`src/rtl/life_pkg.sv`:
```
// Shared definitions for the life sequencer: array geometry, PE command
// encodings, FSM state enum and raster scan position type.
// Geometry/encoding macros normally come from pe_decs/pe_array_decs; the
// fallbacks below match an 8x8 single-bit-state array.
`ifndef N_PX
`define N_PX 8
`endif
`ifndef N_PY
`define N_PY 8
`endif
`ifndef N_PX_BITS
`define N_PX_BITS 3
`endif
`ifndef N_PY_BITS
`define N_PY_BITS 3
`endif
`ifndef PE_CMD_BITS
`define PE_CMD_BITS 2
`endif
`ifndef PE_STATE_BITS
`define PE_STATE_BITS 1
`endif
`ifndef PE_CMD_NOP
`define PE_CMD_NOP 2'd0
`endif
`ifndef PE_CMD_LOAD
`define PE_CMD_LOAD 2'd1
`endif
`ifndef PE_CMD_STEP
`define PE_CMD_STEP 2'd2
`endif

package life_pkg;
  localparam int NPX   = `N_PX;
  localparam int NPY   = `N_PY;
  localparam int PX_W  = `N_PX_BITS;
  localparam int PY_W  = `N_PY_BITS;
  localparam int CMD_W = `PE_CMD_BITS;
  localparam int ST_W  = `PE_STATE_BITS;

  localparam logic [CMD_W-1:0] CMD_NOP  = `PE_CMD_NOP;
  localparam logic [CMD_W-1:0] CMD_LOAD = `PE_CMD_LOAD;
  localparam logic [CMD_W-1:0] CMD_STEP = `PE_CMD_STEP;

  localparam logic [PX_W-1:0] PX_LAST = PX_W'(NPX - 1);
  localparam logic [PY_W-1:0] PY_LAST = PY_W'(NPY - 1);

  typedef enum logic [1:0] {S_IDLE, S_LOAD, S_RUN, S_DRAIN} life_state_e;

  typedef struct packed {
    logic [PY_W-1:0] y;
    logic [PX_W-1:0] x;
  } scan_t;
endpackage

```
`src/rtl/life_scan_ctr.sv`:
```
// Raster scan counter: x inner, y outer. Wraps to (0,0) after the last cell
// so the next phase starts from the origin without an explicit clear.
module life_scan_ctr
  import life_pkg::*;
(
  input  logic  i_clk,
  input  logic  i_reset,
  input  logic  i_clr,
  input  logic  i_inc,
  output scan_t o_pos,
  output logic  o_last
);
  scan_t r_pos;

  // Position register; clear wins over increment
  always_ff @(posedge i_clk) begin
    if (i_reset || i_clr) begin
      r_pos <= '0;
    end else if (i_inc) begin
      if (r_pos.x == PX_LAST) begin
        r_pos.x <= '0;
        r_pos.y <= (r_pos.y == PY_LAST) ? '0 : r_pos.y + 1'b1;
      end else begin
        r_pos.x <= r_pos.x + 1'b1;
      end
    end
  end

  assign o_pos  = r_pos;
  assign o_last = (r_pos.x == PX_LAST) && (r_pos.y == PY_LAST);
endmodule

```
`src/rtl/life_seq_ctrl.sv`:
```
// Job sequencer in front of pe_array: load seed board, issue STEP commands,
// drain final board. One scan counter serves both LOAD and DRAIN.
// Optional: LIFE_EARLY_STOP_EN ends RUN as soon as a STEP leaves the board
// unchanged (i_active low in the cycle after the STEP).
module life_seq_ctrl
  import life_pkg::*;
#(
  parameter int GEN_W = 16
) (
  input  logic             i_clk,
  input  logic             i_reset,
  input  logic             i_start,
  input  logic [GEN_W-1:0] i_gens,
  input  logic             i_in_valid,
  output logic             o_in_ready,
  input  logic [ST_W-1:0]  i_in_data,
  output logic             o_out_valid,
  input  logic             i_out_ready,
  output logic [ST_W-1:0]  o_out_data,
  output logic             o_busy,
  output logic             o_done,
  output logic [GEN_W-1:0] o_gens_run,
  output logic [CMD_W-1:0] o_cmd,
  output logic [ST_W-1:0]  o_state_in,
  output logic [PX_W-1:0]  o_adr_x_i,
  output logic [PY_W-1:0]  o_adr_y_i,
  output logic [PX_W-1:0]  o_adr_x_o,
  output logic [PY_W-1:0]  o_adr_y_o,
  input  logic [ST_W-1:0]  i_state_out,
  input  logic             i_active
);
  life_state_e      r_state, w_next;
  logic [GEN_W-1:0] r_gens;
  logic [GEN_W-1:0] r_gen;
  logic [GEN_W-1:0] w_gen_nxt;
  logic             r_done;
  scan_t            w_pos;
  logic             w_last, w_clr, w_inc, w_step, w_static;

  life_scan_ctr u_scan (
    .i_clk   (i_clk),
    .i_reset (i_reset),
    .i_clr   (w_clr),
    .i_inc   (w_inc),
    .o_pos   (w_pos),
    .o_last  (w_last)
  );

  assign w_gen_nxt = r_gen + 1'b1;

`ifdef LIFE_EARLY_STOP_EN
  logic r_stepped;

  // Remember a STEP was issued so the next cycle's i_active reflects it
  always_ff @(posedge i_clk) begin
    if (i_reset) r_stepped <= 1'b0;
    else         r_stepped <= w_step;
  end

  assign w_static = r_stepped && !i_active;
`else
  logic w_active_unused;
  assign w_active_unused = i_active;
  assign w_static        = 1'b0;
`endif

  // Next-state and all datapath outputs, decoded from the current state
  always_comb begin
    w_next      = r_state;
    o_cmd       = CMD_NOP;
    o_in_ready  = 1'b0;
    o_out_valid = 1'b0;
    o_state_in  = '0;
    o_out_data  = '0;
    o_adr_x_i   = '0;
    o_adr_y_i   = '0;
    o_adr_x_o   = '0;
    o_adr_y_o   = '0;
    w_clr       = 1'b0;
    w_inc       = 1'b0;
    w_step      = 1'b0;
    case (r_state)
      S_IDLE: begin
        if (i_start) begin
          w_clr  = 1'b1;
          w_next = S_LOAD;
        end
      end
      S_LOAD: begin
        o_in_ready = 1'b1;
        o_adr_x_i  = w_pos.x;
        o_adr_y_i  = w_pos.y;
        o_state_in = i_in_data;
        if (i_in_valid) begin
          o_cmd = CMD_LOAD;
          w_inc = 1'b1;
          if (w_last) w_next = (r_gens != '0) ? S_RUN : S_DRAIN;
        end
      end
      S_RUN: begin
        if (w_static) begin
          w_next = S_DRAIN;
        end else begin
          w_step = 1'b1;
          o_cmd  = CMD_STEP;
          if (w_gen_nxt == r_gens) w_next = S_DRAIN;
        end
      end
      S_DRAIN: begin
        o_out_valid = 1'b1;
        o_adr_x_o   = w_pos.x;
        o_adr_y_o   = w_pos.y;
        o_out_data  = i_state_out;
        if (i_out_ready) begin
          w_inc = 1'b1;
          if (w_last) w_next = S_IDLE;
        end
      end
      default: w_next = S_IDLE;
    endcase
  end

  // State, captured generation target, issued-step count and done pulse
  always_ff @(posedge i_clk) begin
    if (i_reset) begin
      r_state <= S_IDLE;
      r_gens  <= '0;
      r_gen   <= '0;
      r_done  <= 1'b0;
    end else begin
      r_state <= w_next;
      r_done  <= (r_state == S_DRAIN) && i_out_ready && w_last;
      if (r_state == S_IDLE && i_start) begin
        r_gens <= i_gens;
        r_gen  <= '0;
      end else if (w_step) begin
        r_gen <= w_gen_nxt;
      end
    end
  end

  assign o_busy     = (r_state != S_IDLE);
  assign o_done     = r_done;
  assign o_gens_run = r_gen;
endmodule

```
`config.mk`:
```
export PLATFORM = sky130hd
export DESIGN_NAME = life_seq_ctrl
export DESIGN_NICKNAME = d
export VERILOG_FILES = /design/src/rtl/life_pkg.sv /design/src/rtl/life_scan_ctr.sv /design/src/rtl/life_seq_ctrl.sv
export SDC_FILE = /design/constraint.sdc
export NUM_CORES = 1
export LEC_CHECK = 0
export ABC_AREA = 1
export BUFFER_PORTS_ARGS = -buffer_cell sky130_fd_sc_hd__buf_2
export CORE_MARGIN = 10
export CORE_UTILIZATION = 53
export DETAILED_ROUTE_END_ITERATION = 10
export HOLD_SLACK_MARGIN = 0.06
export PLACE_DENSITY = 0.79
export SLEW_MARGIN = 5
export SYNTH_ARGS = -nofsm -noshare
export SYNTH_HDL_FRONTEND = slang
export SYNTH_SLANG_ARGS = --single-unit
export TNS_END_PERCENT = 5
```
`constraint.sdc`:
```
create_clock -name i_clk -period 2.2 [get_ports i_clk]
set_input_delay 0.22 -clock i_clk [delete_from_list [all_inputs] [get_ports i_clk]]
set_output_delay 0.22 -clock i_clk [all_outputs]
set_load 0.05 [all_outputs]
```
Word-level counts from Yosys, hierarchy flattened --
Cells that the tools add are included.
Storage, ports and cells: bits of input ports 24, bits in registers 41, output and inout bits 36
Operators by class: mux-type cells 26, add/sub/neg operators 3, reductions and logical operators 11, eq/ne operators 12
Operators with widths (count):
- $mux 3 | 6
- $add 16x1->16 const B | 1
- $eq 16x16->1 | 1
- $reduce_bool 16->1 | 1
- $mux 2 | 6
- $ne 2x2->1 const B | 6
- $mux 1 | 11
- $pmux 2 s4 | 1
- $add 3x1->3 const B | 2
- $eq 3x3->1 const B | 2
- $reduce_and 6->1 | 1
- $eq 2x2->1 const B | 2
- $logic_and 1x1->1 | 4
- $pmux 2 s2 | 1
- $eq 2x1->1 const B | 1
- $logic_not 2->1 | 1
- $pmux 1 s2 | 1
- $reduce_and 2->1 | 1
- $reduce_bool 2->1 | 1
- $reduce_or 2->1 | 1
- $logic_or 1x1->1 | 1

Longest topological paths before layout --
depth in word-level cells 5, gate-level depth with buffers 16, gate-level depth less buffers 16

Hierarchy --
Synthesis repeated with hierarchy kept, for this count alone.
Unflattened totals: cell total of the unflattened synthesis 416, area, all modules 2610.0 um^2
Modules (own cells, without submodules):
- life_seq_ctrl | cells each 373, sequential area each 700.7 um^2, times used 1, area each 2299.7 um^2
- life_scan_ctr | cells each 43, sequential area each 120.1 um^2, times used 1, area each 310.3 um^2

Least setup slack after synthesis --
OpenSTA, ideal clock, no wires.
path kind reg2reg, from register r_gen[0], in the netlist o_gens_run[0], to register r_state[0], arrival time 2103 ps, slack -18 ps, library setup time 115 ps, cell stages (with the launch flop) 15, path buffers 0, period minus slack after synthesis 2218 ps, path through dfxtp_1 ha_1 nand3_1 nor2_2 nand2_1 nand3_1 nand2_1 nor2_1 nand2_1 nor2_1 nand3_1 nand2_1 nand3_1 nand2_1 nor2_1
On the way: word-level cells in the longest chain between the ends 4
Ends and longest elaborated chain:
- start, declared | line life_seq_ctrl.sv:34 | logic [GEN_W-1:0] r_gen;
- start signal, assigned | line life_seq_ctrl.sv:137 | r_gen <= w_gen_nxt;
- $add 16x1->16 | line life_seq_ctrl.sv:49 | assign w_gen_nxt = r_gen + 1'b1;
- $eq 16x16->1 | line life_seq_ctrl.sv:106 | if (w_gen_nxt == r_gens) w_next = S_DRAIN;
- $ne 2x2->1 (no source line)
- $reduce_and 6->1 (no source line)
- end signal, assigned | line life_seq_ctrl.sv:131 | r_state <= w_next;
- end, declared | line life_seq_ctrl.sv:32 | life_state_e r_state, w_next;
No other way between the ends. A chain may end at the register's enable or synchronous reset.

Worst setup path in the final report --
Ends and elaborated chain as after synthesis.

==> summary.txt <==
Logic synthesis
  – Mux contribution to synthesized area: 0%
  – Mapped Area: 0.00245 mm²
  – Synth Area in XOR/XNOR: 3.77%
  – Share of the synthesized area in the top cell type: 33.4%
  – Avg Cell Area, Syn: 6.43 µm²
  – Register area share after synthesis: 33.4%
  – Syn Inst Count: 382
  – Largest cells by area after synthesis: dfxtp_1 (33%), nand2_1 (14%), inv_1 (10%), o21ai_0 (6.3%), nand3_1 (6.1%)
  – Synth Area in Simple Gates: 31.8%
  – Adder-cell share of the synthesized area: 5.10%
  – Synth Area in Compound Gates: 14.3%
  – Post-synth cell types: 24
  – Synth warnings: 0
  – Seq cells post-synth: 41
  – Syn nets: 416
  – Largest family of logic cells by synthesized area: simple AND/OR/NAND/NOR gates
  – Post-synth top area cell: dfxtp_1

Worst setup path
  – Crit. End Element: register
  – CP Class: register to register
  – Crit start category: register
  – Critical path required time: 2.39 ns
  – Worst-path fanout max: 6
  – Crit path DAT: 2.18 ns

Cells and area
  – Final Util: 67.3%
  – Ant diodes: 0
  – Fillers: 425
  – Layout cell share with drive strength beyond 1: 19.8%
  – Area grow syn2layout: 20.9%
  – Layout Nets: 477

Global route
  – Initial antenna violation count: 0
  – Most Used Layer, Global Route: met2
  – Vias in the first global route: 2515
  – Pin count of the biggest net entering global routing: 28
  – Met1 Resource Use GR: 20.2%
  – Grt met3 use: 5.20%
  – Global-route wire length before repair: 11100 µm
  – Grt total ovfl: 0
  – M2 GR Usage: 29.8%
  – GRT Util Overall: 17.3%

Clock tree
  – # hold bufs at CTS: 0
  – Clk slew on worst S/H paths: 0.09 ns
  – TritonCTS clock tree: done
  – Post-CTS setup buffers: 0
  – H-tree Lvls: 2
  – CTS buffer count: 5
  – Total clock sinks: 41
  – Post-CTS sizing: 0
  – CTS Buffer Depth: 2
  – Clk_lat worst skew: 0.30 ns
  – CTS root buf: clkbuf_8

Drt
  – Via count: 2538
  – Initial DRC Count: 146
  – Final wirelength: 6410 µm
  – DR DRC count: 0
  – Drt wl/cell: 12.9 µm
  – Drt pass-1 iters: 4
  – Post-DRT Antenna Nets: 0
  – Vias per inst: 5.12

Floorplanning
  – Ports: 60
  – Die H: 88.1 µm
  – Row cnt: 24
  – Die width: 88.1 µm
  – Core footprint: 0.00441 mm²
  – Die area: 0.00775 mm²
  – Initial core utilization: 55.6%

Place
  – GPL Wtd Cong: 0.879
  – Hpwl dp: 5070 µm
  – Port Buffers: 58

STA
  – Hold Violations, Final: 0
  – Worst-margin pin slew: 0.593 ns
  – Fin crit period: 1.99 ns
  – Final Slew Violations: 0
  – Slew margin rel.: 60.5%
  – Final Setup Violations: 0
  – Fmax: 503 MHz
  – Setup TNS: 0 ns
  – Clk_skew: 0.00490 ns
  – Tcrit/Tclk final: 90.3%

Power
  – Power Density: 1120 mW/mm²
  – Overall Power: 3.32 mW
  – Peak VDD IR: 0.525 mV
  – Leakage: 1.57 nW

Status
  – Status: finished clean

Min path
  – Hold/Removal Path Class: input port to register

Flow run
  – Max-cap viol count: 0
-- worst paths after layout --
| path | slack, ns | to | depth (start not counted) | startpoint |
|---|---|---|---|---|
| worst max-delay path | 0.21 | r_state[0] | 14 | o_gens_run[0] |
| worst min-delay path | 0.13 | o_done | 2 | i_reset |
| worst max register to register | 0.21 | r_state[0] | 14 | o_gens_run[0] |
| worst min register to register | 0.50 | r_gens[15] | 2 | r_gens[15] |
-- synthesized netlist by cell type (all sizes together) --
cell	number
xnor2	2
a221oi	1
nor2	43
nand3b	5
dfxtp	41
o211ai	4
xor2	6
ha	10
o211a	1
inv	66
a21oi	25
clkbuf	9
clkinv	1
nand4	4
o21ai	34
nand3	30
nor4	5
xnor3	1
nand2	93
o21bai	1
-- layout by cell type (no fill, tap or decap), drive strengths merged --
cell	Yosys	final
a221oi	1	1
nand3b	5	5
o211a	1	1
nand2	93	93
nor4	5	5
bufinv	0	1
xnor3	1	1
clkinv	1	2
xor2	6	6
xnor2	2	2
a21oi	25	25
o21ai	34	34
nand3	30	30
ha	10	10
o211ai	4	4
dfxtp	41	41
o21bai	1	1
clkinvlp	0	1
buf	0	63
clkbuf	9	5
inv	66	66
nand4	4	4
nor2	43	43
-- worst max-delay path, stage by stage (launching register included) --
cell and delay [ns]:
dfxtp_4 0.39, ha_2 0.21, nand3_2 0.15, nor2_4 0.18
nand2_1 0.09, nand3_1 0.08, nand2_1 0.06, nor2_1 0.10
nand2_1 0.07, nor2_2 0.12, nand3_1 0.12, nand2_2 0.11
nand3_1 0.07, nand2_1 0.09, nor2_1 0.04
-- final cells by class --
cell class | count | area, µm² | share of cell area [%]
repair buffers | 63 | 328 | 11.0
flip-flops and latches | 41 | 826 | 27.8
clock buffers | 5 | 68.8 | 2.32
inverters | 67 | 251 | 8.47
clock inverters | 3 | 46.3 | 1.56
well taps | 52 | 65.1 | 2.19
multi-input cells | 265 | 1380 | 46.6
-- metrics by stage --
stage               hold WS [ns]  cell area [µm²]  instances  setup WS, ns
finish                     0.128             2970        496         0.213
global route               0.126             2970        496       -0.0134
CTS                        0.124             2930        496        0.0940
detailed placement         0.446             2820        488         0.110
global placement           0.440             2820        488         0.153
floorplan                  0.297             2460        382        0.0272
-- power breakdown --
| part | switching [mW] | internal [mW] |
|---|---|---|
| registers | 0.210 | 0.930 |
| logic | 1.07 | 0.481 |
| clock network | 0.283 | 0.340 |
-- registers in the layout, indices dropped and copies added (netlist names) --
register / cells
o_done: 1
o_gens_run: 16
r_gens: 16
r_state: 2
u_scan.o_pos: 6
-- layer usage --
metal | share of wire (%) | wire length [µm]
met5 | 0 | 0
met4 | 0.75 | 48
met3 | 8.6 | 551
met2 | 47 | 2990
met1 | 44 | 2830
-- cell families (layout without fill, tap and decap cells) --
| group | after synthesis | after routing |
|---|---|---|
| buffers and inverters | 76 | 138 |
| adder cells (fa/ha/maj) | 10 | 10 |
| flip-flops | 41 | 41 |
| AO/OA/AOI/OAI | 66 | 66 |
| XOR/XNOR | 9 | 9 |
| AND/OR/NAND/NOR | 180 | 180 |
No activity file was read; power rests on OpenSTA's default activity.
